<file path="config.mk">
export PLATFORM = sky130hd
export DESIGN_NAME = mem_wb_writeback
export DESIGN_NICKNAME = d
export VERILOG_FILES = /design/src/rtl/mem_wb_writeback.sv
export SDC_FILE = /design/constraint.sdc
export NUM_CORES = 1
export LEC_CHECK = 0
export BUFFER_PORTS_ARGS = -buffer_cell sky130_fd_sc_hd__buf_2
export CAP_MARGIN = 5
export CORE_AREA = 2 2 114 116
export DETAILED_ROUTE_END_ITERATION = 7
export DIE_AREA = 0 0 116 118
export GPL_ROUTABILITY_DRIVEN = 0
export PLACE_DENSITY = 0.88
export RECOVER_POWER = 50
export SLEW_MARGIN = 20
export SYNTH_ARGS = -nofsm -noshare
export SYNTH_HDL_FRONTEND = slang
export SYNTH_SLANG_ARGS = --single-unit
</file>
<file path="constraint.sdc">
create_clock -name clk -period 3 [get_ports clk]
set_input_delay 0.6 -clock clk [delete_from_list [all_inputs] [get_ports clk]]
set_output_delay 0.6 -clock clk [all_outputs]
set_load 0.01 [all_outputs]
</file>
<file path="src/rtl/mem_wb_writeback.sv">
// MEM/WB stage register plus register-file write port, with load alignment/extension.
// Latency: In* captured at edge N drives RegWrite/WriteRegister/WriteData during cycle N; ReadDataN is combinational.
// Backpressure: Stall holds the stage (a held write re-issues and is counted each cycle); Flush inserts a bubble.
// Optional macro WB_BYPASS_EN: forward the in-flight write onto ReadData1/2 (default: ReadDataN = RfDataN).
module mem_wb_writeback #(
  parameter int DATA_W = 32,
  parameter int CNT_W  = 32
) (
  input  logic              clk,
  input  logic              rst,
  input  logic              Stall,
  input  logic              Flush,
  input  logic              InValid,
  input  logic              InRegWrite,
  input  logic              InMemtoReg,
  input  logic [1:0]        InLoadSize,
  input  logic              InLoadSigned,
  input  logic [1:0]        InAddrLow,
  input  logic [4:0]        InWriteRegister,
  input  logic [DATA_W-1:0] InALUResult,
  input  logic [DATA_W-1:0] InMemData,
  input  logic [4:0]        ReadRegister1,
  input  logic [4:0]        ReadRegister2,
  input  logic [DATA_W-1:0] RfData1,
  input  logic [DATA_W-1:0] RfData2,
  output logic              RegWrite,
  output logic [4:0]        WriteRegister,
  output logic [DATA_W-1:0] WriteData,
  output logic              WbValid,
  output logic [DATA_W-1:0] ReadData1,
  output logic [DATA_W-1:0] ReadData2,
  output logic [CNT_W-1:0]  WbCount
);

  logic              wbRegWrite;
  logic              wbMemtoReg;
  logic [1:0]        wbLoadSize;
  logic              wbLoadSigned;
  logic [1:0]        wbAddrLow;
  logic [DATA_W-1:0] wbALUResult;
  logic [DATA_W-1:0] wbMemData;
  logic [15:0]       halfSel;
  logic [7:0]        byteSel;

  // Stage register: reset clears everything, Flush only drops valid, Stall holds.
  always_ff @(posedge clk) begin
    if (rst) begin
      WbValid       <= 1'b0;
      wbRegWrite    <= 1'b0;
      wbMemtoReg    <= 1'b0;
      wbLoadSize    <= 2'b00;
      wbLoadSigned  <= 1'b0;
      wbAddrLow     <= 2'b00;
      WriteRegister <= 5'd0;
      wbALUResult   <= '0;
      wbMemData     <= '0;
    end else if (Flush) begin
      WbValid <= 1'b0;
    end else if (!Stall) begin
      WbValid       <= InValid;
      wbRegWrite    <= InRegWrite;
      wbMemtoReg    <= InMemtoReg;
      wbLoadSize    <= InLoadSize;
      wbLoadSigned  <= InLoadSigned;
      wbAddrLow     <= InAddrLow;
      WriteRegister <= InWriteRegister;
      wbALUResult   <= InALUResult;
      wbMemData     <= InMemData;
    end
  end

  // $0 is hardwired, so writes to it are suppressed here rather than in the register file.
  assign RegWrite = WbValid & wbRegWrite & (WriteRegister != 5'd0);

  // Big-endian lane select and extension of load data; ALU result when not a load.
  always_comb begin
    halfSel   = wbAddrLow[1] ? wbMemData[15:0] : wbMemData[31:16];
    byteSel   = wbMemData[31:24];
    WriteData = wbMemData;
    case (wbAddrLow)
      2'd0:    byteSel = wbMemData[31:24];
      2'd1:    byteSel = wbMemData[23:16];
      2'd2:    byteSel = wbMemData[15:8];
      default: byteSel = wbMemData[7:0];
    endcase
    if (!wbMemtoReg) begin
      WriteData = wbALUResult;
    end else begin
      case (wbLoadSize)
        2'b01:   WriteData = {{(DATA_W-16){wbLoadSigned & halfSel[15]}}, halfSel};
        2'b10:   WriteData = {{(DATA_W-8){wbLoadSigned & byteSel[7]}}, byteSel};
        default: WriteData = wbMemData;
      endcase
    end
  end

  // Committed-write counter; a stalled write counts once per cycle it is presented.
  always_ff @(posedge clk) begin
    if (rst) begin
      WbCount <= '0;
    end else if (RegWrite) begin
      WbCount <= WbCount + CNT_W'(1);
    end
  end

`ifdef WB_BYPASS_EN
  // Forward the write being committed this cycle, since the register file returns the old value.
  always_comb begin
    ReadData1 = RfData1;
    ReadData2 = RfData2;
    if (ReadRegister1 == 5'd0) begin
      ReadData1 = '0;
    end else if (RegWrite && (WriteRegister == ReadRegister1)) begin
      ReadData1 = WriteData;
    end
    if (ReadRegister2 == 5'd0) begin
      ReadData2 = '0;
    end else if (RegWrite && (WriteRegister == ReadRegister2)) begin
      ReadData2 = WriteData;
    end
  end
`else
  logic unusedReadRegs;
  assign ReadData1      = RfData1;
  assign ReadData2      = RfData2;
  assign unusedReadRegs = ^{ReadRegister1, ReadRegister2};
`endif

endmodule

</file>
==> impl_metrics.toml, run 1 <==
[drt]
final_antenna_net_count = 0
wl_per_cell_um = 15.9
viasPerCell = 5.51
drc = 0
wirelength_um = 15500
first_pass_iters = 5
vias = 5373
drtIter0Drc = 387

[power_and_ir_drop]
p_per_area_mw_per_mm2 = 508
peakVddDrop_mv = 0.323
p_leak_nw = 2.45

[clocking]
path_clk_slew_ns = 0.08
postCtsSetupRepairBufs = 0
numCtsBuffers = 9
cts_resized = 0
cts_tree = "yes"
numClockSinks = 109
insertion_delay_ns = 0.35
postCtsHoldBufs = 0
clockRootBuffer = "clkbuf_16"
htree_levels = 3
cts.path.max_buffers = 2

[yosys]
synthFlopType = "dfxtp_1"
synth_top_family_by_area = "simple AND/OR/NAND/NOR gates"
synthSimpleGateAreaFrac_pct = 23.5
synth_xor_area_share_pct = 0.762
netlist_instances = 748
yosysWarnings = 0
ys_top_cells_by_area = "dfxtp_1, nand2_1, a21oi_1"
synth_compound_area_share_pct = 20.8
yosysTopAreaCellShare_pct = 38.0
synthAdderAreaFrac_pct = 0.653
synth_most_common_cell = "nand2_1"
synth_edf_count = 0
post_synth_most_frequent_cells = "nand2_1, a21oi_1, dfxtp_1, buf_4, clkbuf_1"
syn_area_mm2 = 0.00575
synth_top_cell_by_area = "dfxtp_1"
ys_seq_area_share_pct = 38.0
synth_seq_cells = 109
syn_nets = 906
ys_types = 43
async_reset_ff_share_pct = 0
yosys-mux-area-fraction_pct = 2.76
avgSynthCellArea_um2 = 7.68

[sta]
max_freq_ghz = 0.356
setup_viol = 0
grt_setup_unrepaired = "false"
final.setup_skew_ns = 0.00655
post-route-min-period_ns = 2.81
fin_setup_tns_ns = 0
finalHoldViolCount = 0
slew_headroom_pct = -5.27
finalMaxSlewViolations = 156
worstMarginPinSlew_ns = 1.58
post-route-period-util_pct = 93.7

[floorplan]
die_height_um = 118
fp.dieW_um = 116
rows = 41
io_pins = 290
die_area_mm2 = 0.0137
core_mm2 = 0.0124
start_util_pct = 46.3

[setup_path]
crit_arrival_ns = 2.21
end_kind = "output pin"
critPathLaunchType = "flip-flop"
cp_max_fo = 16
crit_required_ns = 2.40
critical_path_class = "reg -> out"
r2r_slack_ns = 0.90

[placement]
numPlacedInstances = 959
portBuffers = 151
detailed_place_hpwl_um = 10900

[global_route]
grt_max_degree = 79
grt_pass1_wl_um = 24200
grt_antenna_before_repair = 0
grt_pass1_vias = 4811
grt_overflow_total = 0
grtUsageTotal_pct = 22.1

[layout]
nets = 956
syn2layout_area_growth_pct = 11.7
finalNonFillerCells = 975
drive_above_1_share_pct = 20.8
antenna_cells = 0

[run_status]
outcome = "finished, violations left"
violations = "max-capacitance violations, max-slew violations"

[hold_path]
min_path_type = "reg -> reg"

[run]
maxCapViolCount = 2
sequential cells by signal (all words and copies together) (netlist names):
name and cells:
wbLoadSigned 1, wbRegWrite 1, wbLoadSize 2, WriteRegister 5
WbValid 1, wbMemData 32, WbCount 32, wbAddrLow 2
wbALUResult 32, wbMemtoReg 1
stage by stage:
step	power [mW]	hold WS, ns	area (um2)	util (%)	worst slack, ns
after global placement	1.91	0.437	6120	49.3	0.441
after floorplan	1.85	0.432	5750	-	0.712
after global routing	3.38	0.466	6420	51.7	0.0582
final	3.26	0.451	6420	51.7	0.189
after detailed placement	1.91	0.442	6120	49.3	0.441
after CTS	3.29	0.453	6460	52.1	0.0536
kinds of logic (layout without fill, tap and decap cells):
logic type | Yosys count | after routing
AO/OA/AOI/OAI | 198 | 198
adder cells (fa/ha/maj) | 3 | 3
XOR/XNOR | 5 | 5
buffers and inverters | 137 | 192
multiplexers | 13 | 13
flip-flops | 109 | 109
AND/OR/NAND/NOR | 283 | 283
cell usage in the layout (no fill, tap or decap), drive strengths merged, types with 2 or more instances in the layout:
master / count
a21oi: 111
a311o: 16
a32oi: 6
and2: 7
and3: 4
and4: 6
buf: 129
bufinv: 3
clkbuf: 41
dfxtp: 109
ha: 3
inv: 17
mux2: 10
mux2i: 2
nand2: 171
nand2b: 8
nand3: 8
nand3b: 8
nand4: 9
nor2: 15
nor2b: 18
o2111ai: 2
o211ai: 4
o21ai: 29
o22ai: 7
o31ai: 20
or3: 5
or4: 21
xor2: 5
layout make-up:
| type | instances | area [um2] |
|---|---|---|
| Fill cell | 1236 | 5990 |
| Multi-Input combinational cell | 502 | 2800 |
| Sequential cell | 109 | 2180 |
| Timing Repair Buffer | 161 | 816 |
| Clock buffer | 9 | 225 |
| Tap cell | 172 | 215 |
| Clock inverter | 7 | 120 |
| Inverter | 15 | 56.3 |
layer usage:
| metal | vias up | track usage (%) | routed length [um] |
|---|---|---|---|
| li1 | 2642 | - | - |
| met1 | 2511 | 30.0 | 6930 |
| met2 | 182 | 34.5 | 7310 |
| met3 | 38 | 3.60 | 905 |
| met4 | 0 | 9.23 | 342 |
| met5 | - | 0 | 0 |
where the power goes:
group          internal, mW  switching (mW)
sequential             1.49          0.0389
clock                 0.821           0.558
combinational         0.145           0.205
path summary, 6_finish.rpt:
kind                                       from               to  depth (start not counted)
worst max register to register       WbCount[2]      WbCount[21]                          5
worst min register to register  wbALUResult[18]  wbALUResult[18]                          2
worst max-delay path              wbLoadSize[0]    WriteData[30]                          5
worst min-delay path            wbALUResult[18]  wbALUResult[18]                          2
critical path: stages (launching register included):
cell	delay, ns
dfxtp_1	0.36
ha_1	0.43
nand2_1	0.21
a21oi_4	0.48
a311o_1	0.24
buf_2	0.15
No activity file was read; power rests on OpenSTA's default activity.
==> inputs of run 2 (changes only) <==
==> constraint.sdc (replaced) <==
create_clock -name clk -period 3 [get_ports clk]
set_input_delay 0.45 -clock clk [delete_from_list [all_inputs] [get_ports clk]]
set_output_delay 0.45 -clock clk [all_outputs]
set_load 0.01 [all_outputs]
==> run 2 against run 1 <==
Net effect:
- the run still ends with max-capacitance violations, max-slew violations left
- final area shrank 1.3%
- setup slack gained 0.090 ns
- non-clock buffer count shrank 1
- sequential share of layout area grew 0.45 points
- fmax grew 3.3%
- global-route usage shrank 0.084 points
- clock skew shrank 0.0034 ns
- die area is the same
- sequential power is essentially flat
- clock power shrank 12%
==> impl_metrics.toml, run 2 (synthesized netlist as in run 1, its figures left out) <==
[placement]
numPlacedInstances = 958
portBuffers = 151
detailed_place_hpwl_um = 10700

[drt]
viasPerCell = 5.49
drc = 0
first_pass_iters = 6
wirelength_um = 15300
wl_per_cell_um = 15.7
final_antenna_net_count = 0
drtIter0Drc = 482
vias = 5358

[clocking]
cts.path.max_buffers = 2
path_clk_slew_ns = 0.08
insertion_delay_ns = 0.34
numClockSinks = 109
htree_levels = 3
cts_resized = 0
clockRootBuffer = "clkbuf_16"
numCtsBuffers = 9
postCtsHoldBufs = 0
cts_tree = "yes"
postCtsSetupRepairBufs = 0

[sta]
post-route-period-util_pct = 90.7
finalHoldViolCount = 0
timing.hold.ws_ns = 0.328
worstMarginPinSlew_ns = 1.61
grt_setup_unrepaired = "false"
setup_viol = 0
fin_setup_tns_ns = 0
final.setup_skew_ns = 0.00310
post-route-min-period_ns = 2.72
max_freq_ghz = 0.368
finalMaxSlewViolations = 156
slew_headroom_pct = -7.15

[run_status]
outcome = "finished, violations left"
violations = "max-capacitance violations, max-slew violations"

[layout]
drive_above_1_share_pct = 19.8
syn2layout_area_growth_pct = 10.2
finalNonFillerCells = 976
final_util_pct = 51.0
final_common_cell = "nand2_1"
top_regs = "WbCount: 32 flops, wbALUResult: 32 flops, wbMemData: 32 flops"
final_cell_mix = "nand2_1, buf_2, a21oi_1"
nets = 955
fillers = 1220

[global_route]
grt_antenna_before_repair = 2
grt_pass1_vias = 4848
grtUsageTotal_pct = 22.0
grt_pass1_wl_um = 24100
grt_overflow_total = 0
grt_max_degree = 79

[run]
maxCapViolCount = 2

[power_and_ir_drop]
peakVddDrop_mv = 0.320
p_leak_nw = 2.40
totalPowerFinal_mw = 3.09
p_per_area_mw_per_mm2 = 487

[setup_path]
cp_slowest_stage_delay_ns = 0.41
critPathLaunchType = "flip-flop"
r2r_cells = 5
crit_arrival_ns = 2.27
end_kind = "output pin"
cp_slowest_cell = "a21oi_1"
cp_max_fo = 11
path_cells = "inv_1 > ha_1 > a21oi_1 > o21ai_0 > a32o_1 > a31o_2 > buf_2"
critical_path_class = "reg -> out"
crit_required_ns = 2.55

[floorplan]
start_util_pct = 46.3
die_area_mm2 = 0.0137
fp.dieW_um = 116
rows = 41
io_pins = 290
die_height_um = 118
core_mm2 = 0.0124

[hold_path]
whs_path_depth = 2
min_path_type = "in -> reg"
## run 2: cell count changes in the layout (fill, tap and decap cells not counted), sizes merged
cell and change:
buf -6, bufinv -2, clkbuf +6, clkinv +2, clkinvlp -1, diode +2
## run 2: worst paths after layout
path / from / endpoint / slack [ns]
min reg2reg: wbALUResult[26] / wbALUResult[26] / 0.45
max: wbLoadSize[0] / WriteData[6] / 0.28
min: Flush / WbValid / 0.33
max reg2reg: WriteRegister[0] / WbCount[22] / 0.90
## run 2: cell type report
cell class	instances	area, um2	share of cell area, %
multi-input combinational	502	2800	44.2
tap	172	215	3.40
clock inverter	6	70.1	1.11
antenna	2	5.00	0.0790
clock buffer	10	229	3.61
sequential	109	2180	34.5
inverter	15	56.3	0.889
timing repair buffer	160	777	12.3
## run 2: layer usage
layer	GRT usage [%]	up-vias	wire (um)
li1	-	2631	-
met1	30.4	2481	7060
met2	32.9	201	6880
met3	3.81	45	943
met4	10.4	0	427
met5	0	-	0
## run 2: critical path, delay by kind of cell (launching register included)
kind                       cells  cell delay [ns]
AOI/OAI and AO/OA              4             1.03
DFF                            1             0.36
adders and majority gates      1             0.35
buffers and inverters          2             0.19
## run 2: where the power goes
group | total, mW | leakage (nW) | switching [mW] | internal [mW]
sequential | 1.53 | 0.888 | 0.0385 | 1.49
clock | 1.21 | 0.147 | 0.554 | 0.656
combinational | 0.344 | 1.36 | 0.203 | 0.140
## run 2: through the flow
step	worst slack (ns)	area, um2
floorplan	0.862	5750
global placement	0.596	6090
detailed placement	0.561	6090
CTS	0.165	6380
global route	0.0727	6340
finish	0.279	6340
==> inputs of run 3 (changes only) <==
- ABC_AREA: unset -> 1
- CORE_AREA: 2 2 114 116 -> unset
- CORE_MARGIN: unset -> 2
- CORE_UTILIZATION: unset -> 50
- DIE_AREA: 0 0 116 118 -> unset
- PLACE_DENSITY: 0.88 -> 0.93
==> run 3 against run 2 <==
Net effect:
- the run now ends clean
- critical path depth up 1
- setup slack worse by 0.010 ns
- register-to-register slack better by 0.19 ns
- via count up 14%
- wire length up 10%
- die area down 7.1%
- synthesized cell count up 22%
- final cell count up 15%
- global-route usage up 3.4 points
- combinational power up 34%
- clock power down 4%
- sequential share of layout area down 0.91 points
- largest power group unchanged
==> impl_metrics.toml, run 3 <==
[sta]
max_freq_ghz = 0.366
finalHoldViolCount = 0
slew_headroom_pct = 22.4
final.setup_skew_ns = 0.0136
post-route-period-util_pct = 91.0
post-route-min-period_ns = 2.73
worstMarginPinSlew_ns = 1.16
setup_slack_ns = 0.269
fin_setup_tns_ns = 0
grt_setup_unrepaired = "false"
setup_viol = 0
finalMaxSlewViolations = 0

[placement]
detailed_place_hpwl_um = 12100
place_ws_ns = 0.576
place_area_mm2 = 0.00627
portBuffers = 151

[global_route]
grt_overflow_total = 0
grt_pass1_vias = 5431
grt_antenna_before_repair = 1
grt_max_degree = 75
grt_pass1_wl_um = 26200
grtUsageTotal_pct = 25.3

[run_status]
outcome = "finished, final reports clean"

[floorplan]
rows = 39
start_util_pct = 51.6
core_mm2 = 0.0115
die_area_mm2 = 0.0127
fp.dieW_um = 113
die_height_um = 113
io_pins = 290

[yosys]
syn_area_mm2 = 0.00592
synth_top_cell_by_area = "dfxtp_1"
async_reset_ff_share_pct = 0
synth_seq_cells = 109
synth_edf_count = 0
ys_seq_area_share_pct = 36.9
yosysTopAreaCellShare_pct = 36.9
syn_nets = 1068
synth_most_common_cell = "nor2_1"
netlist_instances = 910
synthFlopType = "dfxtp_1"
avgSynthCellArea_um2 = 6.50
post_synth_most_frequent_cells = "nor2_1, nand2_1, dfxtp_1, o21ai_0, buf_4"
ys_types = 29
ys_top_cells_by_area = "dfxtp_1, nor2_1, nand2_1"
yosysWarnings = 0

[drt]
drtIter0Drc = 758
first_pass_iters = 5
final_antenna_net_count = 0
drc = 0
wirelength_um = 16900
viasPerCell = 5.46
wl_per_cell_um = 15.1
vias = 6104

[setup_path]
r2r_slack_ns = 1.09
critPathLaunchType = "flip-flop"
r2r-start = "WriteRegister[2]"
end_kind = "output pin"
cp_max_fo = 20
critical_path_class = "reg -> out"
crit_arrival_ns = 2.28
reg2reg_to = "WbCount[24]"
r2r_cells = 7
crit_required_ns = 2.55

[layout]
nets = 1127
drive_above_1_share_pct = 17.1
final_cell_mix = "nor2_1, nand2_1, buf_2"
final_util_pct = 56.7
syn2layout_area_growth_pct = 9.98
fillers = 1114
top_regs = "WbCount: 32 flops, wbALUResult: 32 flops, wbMemData: 32 flops"
final_cell_area_mm2 = 0.00651
final_common_cell = "nor2_1"

[hold_path]
min_path_type = "in -> reg"
hp-start = "Flush"
hold_end = "WbValid"
whs_path_depth = 2

[clocking]
cts_resized = 0
cts.path.max_buffers = 2
numClockSinks = 109
insertion_delay_ns = 0.35
htree_levels = 3
path_clk_slew_ns = 0.08
postCtsSetupRepairBufs = 0
postCtsHoldBufs = 0
cts_tree = "yes"
numCtsBuffers = 9
clockRootBuffer = "clkbuf_16"

[power_and_ir_drop]
p_leak_nw = 2.95
peakVddDrop_mv = 0.681
totalPowerFinal_mw = 3.19
p_per_area_mw_per_mm2 = 491

[run]
maxCapViolCount = 0
## run 3: logic make-up after synthesis
logic type / share of synthesized area, %
flops: 36.9
xor+xnor: 0.296
simple gates: 31.0
buf+inv: 14.5
compound gates: 16.5
fa+ha+maj: 0.634
mux: 0.169
## run 3: final cells by class
class	count	area [um2]	share of cell area, %
flip-flops and latches	109	2180	33.6
repair buffers	158	785	12.1
clock inverters	5	43.8	0.673
inverters	52	195	3.00
diodes	1	2.50	0.0385
multi-input cells	639	2880	44.2
clock buffers	11	243	3.73
well taps	143	179	2.75
## run 3: how the worst max path moves through the flow
stage | start | endpoint | depth (start not counted)
after floorplan | wbLoadSize[0] | WriteData[10] | 7
after global placement | wbAddrLow[1] | WriteData[30] | 8
after detailed placement | wbAddrLow[1] | WriteData[30] | 8
after CTS | wbAddrLow[1] | WriteData[30] | 7
after global routing | rst | wbMemData[7] | 5
final | wbAddrLow[1] | WriteData[30] | 8
## run 3: per-layer routing
layer  GRT usage (%)  share of wire (%)  vias to the layer above
li1                -                  -                     2985
met1            32.4                 41                     2741
met2            40.3                 46                      317
met3            6.91                9.4                       61
met4            11.1                3.5                        0
met5               0                  0                        -
## run 3: per-stage QoR
step | std cells | hold slack [ns]
6_report | 1118 | 0.305
5_1_grt | 1118 | 0.316
4_1_cts | 1117 | 0.298
3_5_place_dp | 1101 | 0.465
3_3_place_gp | 1101 | 0.460
2_1_floorplan | 910 | 0.451
## run 3: critical path, stage by stage (launching register included)
cell	delay, ns
dfxtp_2	0.44
inv_2	0.27
nand3_1	0.13
nand3_1	0.12
nand3_1	0.10
nand2_1	0.11
nand3_2	0.28
a21oi_1	0.30
buf_2	0.17
## run 3: power breakdown
group	internal (mW)	switching, mW	total (mW)
Combinational	0.171	0.289	0.460
Sequential	1.51	0.0564	1.57
Clock	0.598	0.566	1.16
Total	2.28	0.911	3.19
